===== src/rtl/microondas_pkg.sv =====
// Shared constants for the microwave sequencing controller: FSM encodings and keypad limits.
package microondas_pkg;

    localparam logic [2:0] StIdle  = 3'd0;
    localparam logic [2:0] StEntry = 3'd1;
    localparam logic [2:0] StCook  = 3'd2;
    localparam logic [2:0] StPause = 3'd3;
    localparam logic [2:0] StDone  = 3'd4;

    localparam int unsigned MaxDigitsDefault = 3;
    localparam logic [3:0]  BcdMax           = 4'd9;

    function automatic logic is_bcd(input logic [3:0] digit);
        return digit <= BcdMax;
    endfunction

endpackage


===== src/rtl/prescaler_tick.sv =====
// Modulo-N prescaler: one-cycle tick on the wrap, count held while disabled, synchronous clear.
module prescaler_tick #(
    parameter int unsigned MODULUS = 100
) (
    input  logic clk,
    input  logic clear,
    input  logic en,
    output logic tick
);

    localparam int unsigned    CntW   = (MODULUS > 1) ? $clog2(MODULUS) : 1;
    localparam logic [CntW-1:0] CntMax = CntW'(MODULUS - 1);

    logic [CntW-1:0] cnt_q, cnt_d;

    always_comb begin
        cnt_d = cnt_q;
        tick  = 1'b0;
        if (clear) begin
            cnt_d = '0;
        end else if (en) begin
            if (cnt_q == CntMax) begin
                cnt_d = '0;
                tick  = 1'b1;
            end else begin
                cnt_d = cnt_q + 1'b1;
            end
        end
    end

    always_ff @(posedge clk) begin
        cnt_q <= cnt_d;
    end

endmodule


===== src/rtl/microondas_ctrl.sv =====
// Microwave sequencing controller: keypad digit loading, 1 Hz count enable, magnetron and done
// control around an external 3-digit BCD countdown timer.
module microondas_ctrl
    import microondas_pkg::*;
#(
    parameter int unsigned TICKS_PER_SEC = 100,
    parameter int unsigned MAX_DIGITS    = MaxDigitsDefault,
    parameter int unsigned DONE_SECS     = 2
) (
    input  logic       clk,
    input  logic       clear,
    input  logic       key_valid,
    input  logic [3:0] key_digit,
    input  logic       startn,
    input  logic       stopn,
    input  logic       door_closed,
    input  logic       timer_zero,
    output logic [3:0] timer_data,
    output logic       timer_loadn,
    output logic       timer_en,
    output logic       timer_clearn,
    output logic       mag_on,
    output logic       done,
    output logic [2:0] state_o
);

    localparam int unsigned      DoneCycles = DONE_SECS * TICKS_PER_SEC;
    localparam int unsigned      DoneW      = (DoneCycles > 1) ? $clog2(DoneCycles) : 1;
    localparam int unsigned      CntW       = $clog2(MAX_DIGITS + 1);
    localparam logic [CntW-1:0]  CntMax     = CntW'(MAX_DIGITS);
    localparam logic [DoneW-1:0] DoneLast   = DoneW'(DoneCycles - 1);

    logic [2:0]       state_q, state_d;
    logic [CntW-1:0]  count_q, count_d;
    logic [DoneW-1:0] done_cnt_q, done_cnt_d;
    logic [3:0]       data_q, data_d;
    logic             loadn_q, loadn_d;
    logic             clearn_q, clearn_d;
    logic             en_q, en_d;
    logic             mag_q, mag_d;
    logic             done_q, done_d;
    logic             pres_clear, pres_en, pres_tick;
    logic             key_ok;

    assign key_ok = key_valid && is_bcd(key_digit);

    prescaler_tick #(
        .MODULUS(TICKS_PER_SEC)
    ) u_prescaler (
        .clk  (clk),
        .clear(clear | pres_clear),
        .en   (pres_en),
        .tick (pres_tick)
    );

    always_comb begin
        state_d    = state_q;
        count_d    = count_q;
        done_cnt_d = done_cnt_q;
        data_d     = data_q;
        loadn_d    = 1'b1;
        clearn_d   = 1'b1;
        pres_clear = 1'b0;
        pres_en    = 1'b0;
        case (state_q)
            StIdle: begin
                if (key_ok) begin
                    data_d  = key_digit;
                    loadn_d = 1'b0;
                    count_d = CntW'(1);
                    state_d = StEntry;
                end
            end
            StEntry: begin
                // Stop beats start, and a start request swallows any coincident key.
                if (!stopn) begin
                    clearn_d = 1'b0;
                    count_d  = '0;
                    state_d  = StIdle;
                end else if (!startn) begin
                    if (door_closed && !timer_zero) begin
                        pres_clear = 1'b1;
                        state_d    = StCook;
                    end
                end else if (key_ok && count_q < CntMax) begin
                    data_d  = key_digit;
                    loadn_d = 1'b0;
                    count_d = count_q + 1'b1;
                end
            end
            StCook: begin
                if (timer_zero) begin
                    done_cnt_d = '0;
                    state_d    = StDone;
                end else if (!door_closed || !stopn) begin
                    state_d = StPause;
                end else begin
                    pres_en = 1'b1;
                end
            end
            StPause: begin
                if (!stopn) begin
                    clearn_d = 1'b0;
                    count_d  = '0;
                    state_d  = StIdle;
                end else if (!startn && door_closed) begin
                    // The resume cycle itself counts as cooking time.
                    pres_en = 1'b1;
                    state_d = StCook;
                end
            end
            StDone: begin
                if (!stopn || done_cnt_q == DoneLast) begin
                    count_d = '0;
                    state_d = StIdle;
                end else begin
                    done_cnt_d = done_cnt_q + 1'b1;
                end
            end
            default: state_d = StIdle;
        endcase
        en_d   = pres_tick;
        mag_d  = (state_d == StCook);
        done_d = (state_d == StDone);
    end

    always_ff @(posedge clk) begin
        if (clear) begin
            state_q    <= StIdle;
            count_q    <= '0;
            done_cnt_q <= '0;
            data_q     <= '0;
            loadn_q    <= 1'b1;
            clearn_q   <= 1'b0;
            en_q       <= 1'b0;
            mag_q      <= 1'b0;
            done_q     <= 1'b0;
        end else begin
            state_q    <= state_d;
            count_q    <= count_d;
            done_cnt_q <= done_cnt_d;
            data_q     <= data_d;
            loadn_q    <= loadn_d;
            clearn_q   <= clearn_d;
            en_q       <= en_d;
            mag_q      <= mag_d;
            done_q     <= done_d;
        end
    end

    assign timer_data   = data_q;
    assign timer_loadn  = loadn_q;
    assign timer_en     = en_q;
    assign timer_clearn = clearn_q;
    assign mag_on       = mag_q;
    assign done         = done_q;
    assign state_o      = state_q;

endmodule


===== config.mk =====
export PLATFORM = sky130hd
export DESIGN_NAME = microondas_ctrl
export DESIGN_NICKNAME = d
export VERILOG_FILES = /design/src/rtl/microondas_pkg.sv /design/src/rtl/prescaler_tick.sv /design/src/rtl/microondas_ctrl.sv
export SDC_FILE = /design/constraint.sdc
export NUM_CORES = 1
export LEC_CHECK = 0
export BUFFER_PORTS_ARGS = -buffer_cell sky130_fd_sc_hd__clkbuf_2
export CAP_MARGIN = 15
export CORE_AREA = 8 8 72 74
export DETAILED_ROUTE_END_ITERATION = 8
export DIE_AREA = 0 0 80 82
export PLACE_DENSITY = 0.64
export SLEW_MARGIN = 10
export SYNTH_ARGS = -nofsm -noshare
export SYNTH_HDL_FRONTEND = slang
export SYNTH_HIERARCHICAL = 1
export SYNTH_SLANG_ARGS = --single-unit

===== constraint.sdc =====
create_clock -name clk -period 2 [get_ports clk]
set_input_delay 0.6 -clock clk [delete_from_list [all_inputs] [get_ports clk]]
set_output_delay 0.6 -clock clk [all_outputs]
set_load 0.005 [all_outputs]

# Yosys cells after proc, flatten, opt, wreduce, memory -nomap -nowiden
# Cells that the tools add are included.
# word_totals
reg_bits	29
output_inout_bits	12
elab_cells	97
# op_classes
reduce_logical	19
n_bitwise	2
muxes	43
n_eq_ne	18
n_addsub	3
order_cmp	2
# op_table
cell	count
two-way mux 3 bit	9
two-way mux 4 bit	4
two-way mux 8 bit	2
inequality test 2 bit (second input constant)	8
case mux 8 bit (2 select lines)	1
two-way mux 1 bit	15
case mux 3 bit (5 select lines)	1
two-way mux 2 bit	6
equality test 3 x 2 -> 1 bit (second input constant)	3
adder 8 x 1 -> 8 bit (second input constant)	1
equality test 8 bit (second input constant)	1
case mux 2 bit (4 select lines)	1
case mux 4 bit (2 select lines)	1
adder 7 x 1 -> 7 bit (second input constant)	1
equality test 7 bit (second input constant)	1
two-way mux 7 bit	1
equality test 3 bit (second input constant)	2
inequality test 3 bit (second input constant)	2
AND reduction 6 bit	1
AND reduction 5 bit	1
less-or-equal comparator 4 bit (second input constant)	1
logical AND 1 bit	4
zero test 1 bit	4
case mux 1 bit (2 select lines)	2
other kinds (12)	14

# Logic depth before layout (Yosys ltp)
# Gate-level depths: netlist of the first run.
# depth
ltp_word	8
ltp_mapped	8
ltp_nobuf	6

# Cells and area by module
# Netlist of the first run, hierarchy kept.
# modules_own_cells
module	n_inst	cells_each	area_each_um2
microondas_ctrl	1	136	1167.4
prescaler_tick	1	42	379.1

# Least setup slack after synthesis of the first run
# No wires, ideal clock.
# synth_timing
kind	input to register
start	in key_digit[1]
end	reg count_q[0]
arrival_ns	1.881
path_buffers	0
path_stages	4
slack_ns	0.023
required_time_ns	1.905
setup_ns	0.095
path_cell_list	o21ai_0 a21boi_0 or4_1 a221oi_1
# synth_between
elab_chain_cells	5
elab_cells_between_ends	6
classes_between	order compare: 1; eq/ne: 2; reduce/logical: 3
# synth_rtl
item	line_no	source
start, declared	microondas_ctrl.sv:13	input logic [3:0] key_digit,
less-or-equal comparator 4 bit *	microondas_pkg.sv:14	return digit <= BcdMax;
logical AND 1 bit *	microondas_ctrl.sv:45	assign key_ok = key_valid && is_bcd(key_digit);
logical AND 1 bit	microondas_ctrl.sv:85	end else if (key_ok && count_q < CntMax) begin
inequality test 3 bit (no line)	--	
AND reduction 6 bit (no line) *	--	
end signal, assigned	microondas_ctrl.sv:140	count_q <= count_d;
end, declared	microondas_ctrl.sv:34	logic [CntW-1:0] count_q, count_d;
# Mark *: on every way between the ends. The rest lies on a longest branch, timed or not.
# A chain may end at the register's enable or synchronous reset.

# Final worst setup path of the first run
# layout_timing
start	reg done_cnt_q[1]
end	reg done_cnt_q[0]
# layout_between
elab_chain_cells	4
# layout_rtl
item	line_no	source
start, declared	microondas_ctrl.sv:35	logic [DoneW-1:0] done_cnt_q, done_cnt_d;
start signal, assigned	microondas_ctrl.sv:141	done_cnt_q <= done_cnt_d;
equality test 8 bit	microondas_ctrl.sv:113	if (!stopn || done_cnt_q == DoneLast) begin
logical OR 1 bit	microondas_ctrl.sv:113	
inequality test 2 bit (no line)	--	
AND reduction 3 bit (no line)	--	
# No other way between the ends.

==> reports/metrics.cfg, run 1 <==
[critical_path]
rr_worst_depth = 6
r2r_slack_ps = 100
startpoint_type = flop
cp.arrival_ps = 2080
r2r_end = done_cnt_q[0]
cp.required_ps = 2180
path_max_fanout = 7
criticalPathCategory = flop to flop
crit_path_end_kind = flop
r2r_start = done_cnt_q[1]

[synth]
synth-edff-count = 0
synth-async-reset-ratio = 0
synthCells = 178
syn_nets = 192
ys_top_cells_by_count = dfxtp_1, a21oi_1, nand2_1
synth_seq_cells = 29
ys.flop_type = dfxtp_1
synth_area_um2 = 1550
yosysWarnings = 6
ys_types = 52
synth_area_leaders = dfxtp_1, a21oi_1, mux2i_1, nand2_1, nand3_1
synth_area_per_cell_um2 = 8.69
yosysTopAreaCell = dfxtp_1
synth_top_area_frac = 0.375
yosysSeqAreaShare = 0.375
synth_most_common_cell = dfxtp_1

[routing]
wl_um = 3720
drtAntennaViolNets = 0
vias = 1471
drc = 0
avgViaCountPerCell = 5.33
post_drt_wl_per_cell_um = 13.5
firstDrtPassIters = 6
drt_iter0_markers = 58

[finish]
drive_gt1_frac = 0.295
fill_cells = 426
antennaDiodeCount = 0
finalNetCount = 237
register_area_um2 = 582
post-route-util = 0.470
multi_input_area_um2 = 896
area_delta_synth_final_pct = 26.1

[cts]
cts_buffer_depth = 2
cts_buffers = 5
clk_pin_slew_ps = 70
htreeDepth = 2
cts-root-buf = clkbuf_8
clock_latency_ps = 280
clock_sinks = 29
hold_buffers = 0
tritoncts = yes

[hold_path]
min-delay-start = count_q[1]
hp-class = flop to flop
hold_depth = 2
worstHoldEndpoint = count_q[1]

[pwr]
leakage_nw = 0.787
p_per_area_nw_per_um2 = 651
p_total_w = 0.00127
vdd_drop_max_uv = 221

[sta]
finalWorstSetupSlack_ps = 99.0
fin_skew_ps = 5.06
finalCriticalPeriod_ps = 1900
rsz0062_at_grt = false
setup_viol = 0
clock.fmax_ghz = 0.526
hold_viol_final = 0
period_share = 0.950
drv_slew = 0
slew_headroom = 0.698
tightest_slew_ps = 452
hold-worst-slack_ps = 465

[grt]
grt_pass1_wl_um = 6230
grt_overflow = 0
grt_use_total = 0.120
grt_max_degree = 17
grt_pass1_vias = 1434
antenna_found_initial = 0

[placed_design]
portBuffers = 22
pre_cts_ws_ps = -33.2
gp_congestion = 0.796
place_hpwl_um = 2730

[floorplanning]
die_area_um2 = 6560
fp.dieH_um = 82
core-area_um2 = 4140
start_util = 0.373
io_pins = 23
rows = 24
die_w_um = 80

[run]
maxCapViolCount = 0

[run_status]
run_status = completed

[stage by stage]
stage,area (µm²),TNS (ps),std cells
after floorplan,1550,0,178
after global placement,1820,-8.05,266
after detailed placement,1820,-41.1,266
after CTS,1920,0,274
after global routing,1950,0,276
final,1950,0,276
[cell usage in the layout (no fill, tap or decap), types with 2 or more instances in the layout]
cell type / Yosys / routed
clkbuf_2: 1 / 22
and3_1: 3 / 3
nor2b_1: 3 / 3
dfxtp_1: 29 / 28
o21ai_0: 11 / 11
and2_1: 2 / 2
inv_1: 4 / 4
or3_1: 7 / 7
buf_4: 2 / 24
nand3b_1: 2 / 2
nand2_1: 15 / 15
nor4bb_1: 2 / 2
nand3_1: 11 / 11
a211oi_1: 2 / 2
a21boi_0: 2 / 2
nand4_1: 6 / 6
nor3_1: 5 / 5
mux2i_1: 7 / 7
nor2_1: 10 / 10
o211ai_1: 2 / 2
nand2b_1: 2 / 2
a21oi_1: 15 / 15
o2111ai_1: 2 / 2
clkbuf_8: 1 / 7
ha_1: 3 / 2
[registers in the layout, indices dropped and copies added, names as in the netlist]
| register | count |
|---|---|
| timer_en | 1 |
| done_cnt_q | 8 |
| state_o | 3 |
| mag_on | 1 |
| timer_clearn | 1 |
| timer_data | 4 |
| u_prescaler/cnt_q | 7 |
| timer_loadn | 1 |
| count_q | 2 |
| done | 1 |
[worst max-delay path by stage]
stage             startpoint                    to  slack, ps  cells after the start
3_5_place_dp           stopn            count_q[0]        -30                      5
4_1_cts        done_cnt_q[0]            count_q[0]         70                      5
5_1_grt        done_cnt_q[1]            count_q[0]          6                      5
2_1_floorplan   key_digit[1]            count_q[0]         20                      4
3_3_place_gp      timer_zero  u_prescaler/cnt_q[6]         -8                      8
6_report       done_cnt_q[1]         done_cnt_q[0]        100                      6
[power by group]
part | leakage [nW] | internal (W) | switching (W)
Clock | 0.0542 | 0.000311 | 0.000230
Combinational | 0.497 | 0.0000604 | 0.0000675
Sequential | 0.236 | 0.000591 | 0.00000946
[routing by layer]
layer / track usage / share of wire / up-vias
met5: 0 / 0 / -
met4: 0.0618 / 0.019 / 0
met3: 0.0416 / 0.051 / 6
met2: 0.192 / 0.45 / 21
met1: 0.139 / 0.48 / 686
li1: - / - / 758
[logic make-up (layout without fill, tap and decap cells)]
family	Yosys count	in the layout	share of synthesized area
compound gates	45	45	0.194
fa+ha+maj	3	3	0.0243
simple gates	80	80	0.299
xor+xnor	2	2	0.0113
mux	7	7	0.0453
flops	29	29	0.375
buf+inv	12	58	0.0510
[area by class of cell]
class,count,area share
tap,52,0.0334
inverter,4,0.00770
clock buffer,7,0.0494
sequential,29,0.298
clock inverter,1,0.00257
multi-input combinational,137,0.460
timing repair buffer,46,0.149
[worst max-delay path: stages (launching register included)]
cell and delay (ps):
dfxtp_1 360, ha_2 210, nand4_1 140, o2111a_2 340
buf_4 150, or3_2 430, and3_1 160
[what timing repair did]
action | CTS | global route
setup endpoints to repair | 0 | 1
setup buffers | 0 | 2
resized for setup | 0 | 3
Power figures use the tool's default switching activity.
==> inputs of run 2 (changes only) <==
--- a/config.mk
+++ b/config.mk
@@ -11,6 +11,7 @@
 export DETAILED_ROUTE_END_ITERATION = 8
 export DIE_AREA = 0 0 80 82
 export PLACE_DENSITY = 0.64
+export SETUP_SLACK_MARGIN = 0.1
 export SLEW_MARGIN = 10
 export SYNTH_ARGS = -nofsm -noshare
 export SYNTH_HDL_FRONTEND = slang
==> reports/metrics.cfg, run 2 (same netlist as run 1, synthesis figures left out) <==
[cts]
cts-root-buf = clkbuf_8
clock_sinks = 29  ; unchanged
htreeDepth = 2  ; unchanged
cts_buffer_depth = 2  ; unchanged
clk_pin_slew_ps = 70  ; about the same
clock_latency_ps = 280  ; about the same
cts_buffers = 5  ; unchanged
tritoncts = yes

[finish]
largest_reg_flops = 8  ; unchanged
final_common_cell = dfxtp_1
post-route-util = 0.469  ; -0.00181
drive_gt1_frac = 0.314  ; +0.0193
layout_common_cells = dfxtp_1, buf_4, clkbuf_2
finalNetCount = 236  ; -0.42%
top_register = done_cnt_q
antennaDiodeCount = 0  ; unchanged
fill_cells = 428  ; +0.47%
final_cells = 275  ; -0.36%
area_delta_synth_final_pct = 25.6

[floorplanning]
start_util = 0.373  ; unchanged
rows = 24  ; unchanged
core-area_um2 = 4140  ; unchanged
io_pins = 23  ; unchanged
die_area_um2 = 6560  ; unchanged
fp.dieH_um = 82  ; unchanged
die_w_um = 80  ; unchanged

[pwr]
p_int_w = 0.000891  ; -7.4%
pwr-share-comb = 0.107  ; +0.006
p_total_w = 0.00121  ; -4.9%
vdd_drop_max_uv = 253  ; +15%
p_per_area_nw_per_um2 = 621  ; -4.5%
clockPowerShare = 0.395  ; -0.031
swShare = 0.262  ; +0.0200
leakage_nw = 0.769  ; -2.3%
p_sw_w = 0.000316  ; +3.0%
seq_power_share = 0.498  ; +0.025

[sta]
drv_slew = 0  ; unchanged
hold_viol_final = 0  ; unchanged
slew_headroom = 0.700  ; +0.00174
finalCriticalPeriod_ps = 1830  ; -72.7 ps
rsz0062_at_grt = false
fin_skew_ps = 7.83  ; +2.77 ps
clock.fmax_ghz = 0.547  ; +4.0%
period_share = 0.914  ; -0.0363
setup_viol = 0  ; unchanged
tns_ps = 0  ; unchanged
tightest_slew_ps = 448  ; -3.81 ps

[routing]
firstDrtPassIters = 4  ; -2
drtAntennaViolNets = 0  ; unchanged
post_drt_wl_per_cell_um = 13.6  ; +1.0%
drc = 0  ; unchanged
vias = 1493  ; +1.5%
drt_iter0_markers = 88  ; +52%
wl_um = 3750  ; +0.67%
avgViaCountPerCell = 5.43  ; +1.9%

[placed_design]
dp.cells = 266  ; unchanged
place_hpwl_um = 2760  ; +1.2%
portBuffers = 22  ; unchanged
gp_congestion = 0.788  ; -1.0%

[critical_path]
cp.arrival_ps = 2030  ; -50 ps
criticalPathCategory = flop to flop
crit_path_end_kind = flop
path_max_fanout = 4  ; -3
startpoint_type = flop
cp.required_ps = 2200  ; +20 ps

[grt]
grt_pass1_wl_um = 6150  ; -1.2%
grt_use_total = 0.117  ; -0.00289
grt_max_degree = 13  ; -4
grt_overflow = 0  ; unchanged
antenna_found_initial = 0  ; unchanged
grt_pass1_vias = 1368  ; -4.6%

[run]
maxCapViolCount = 0  ; unchanged

[hold_path]
hp-class = flop to flop

[run_status]
run_status = completed

run 2: cell types whose count changed in the layout (fill, tap and decap cells not counted), sizes merged:
cell      delta
clkinvlp     +1
clkbuf       -2
clkinv       +1
buf          -1
run 2: power groups by stage:
stage	registers, W	clock network (W)	logic (W)
after floorplan	0.000613	0	0.0000719
after global placement	0.000614	0	0.000125
after detailed placement	0.000614	0	0.000125
after CTS	0.000601	0.000490	0.000126
after global routing	0.000603	0.000508	0.000143
final	0.000601	0.000476	0.000129
run 2: timing repair:
action,in CTS,in global routing
gates resized for setup,0,5
setup buffers,1,0
hold buffers,0,0
setup endpoints to repair,1,2
hold endpoints to repair,0,0
pin swaps,1,2
run 2: layer usage:
layer | wire (µm) | part of all wire | up-vias | global-route usage
met5 | 0 | 0 | - | 0
met4 | 94 | 0.025 | 0 | 0.0527
met3 | 189 | 0.050 | 11 | 0.0350
met2 | 1700 | 0.45 | 33 | 0.186
met1 | 1760 | 0.47 | 693 | 0.143
li1 | - | - | 756 | -
run 2: area by class of cell:
cell class / count / area (µm²) / area share
timing repair buffer: 45 / 283 / 0.146
sequential: 29 / 584 / 0.301
inverter: 4 / 15.0 / 0.00773
clock inverter: 3 / 17.5 / 0.00902
tap: 52 / 65.1 / 0.0335
clock buffer: 5 / 68.8 / 0.0354
multi-input combinational: 137 / 908 / 0.468
run 2: final timing paths:
kind	from	to	slack (ps)	depth (start not counted)
worst max-delay path	done_cnt_q[3]	count_q[0]	170	4
worst min-delay path	timer_data[2]	timer_data[2]	480	2
worst max register to register	done_cnt_q[3]	count_q[0]	170	4
worst min register to register	timer_data[2]	timer_data[2]	480	2
run 2: per-stage QoR:
step	cell area, µm²	worst slack, ps	hold WS, ps
5_1_grt	1940	102	498
3_3_place_gp	1830	4.23	462
2_1_floorplan	1560	115	439
4_1_cts	1930	107	478
6_report	1940	172	476
3_5_place_dp	1830	-27.6	467
run 2: critical path: stages, from the launching register on:
cell and delay [ps]:
dfxtp_1 320, or3_4 380, o2111a_2 300, or4_1 540, a221oi_2 210
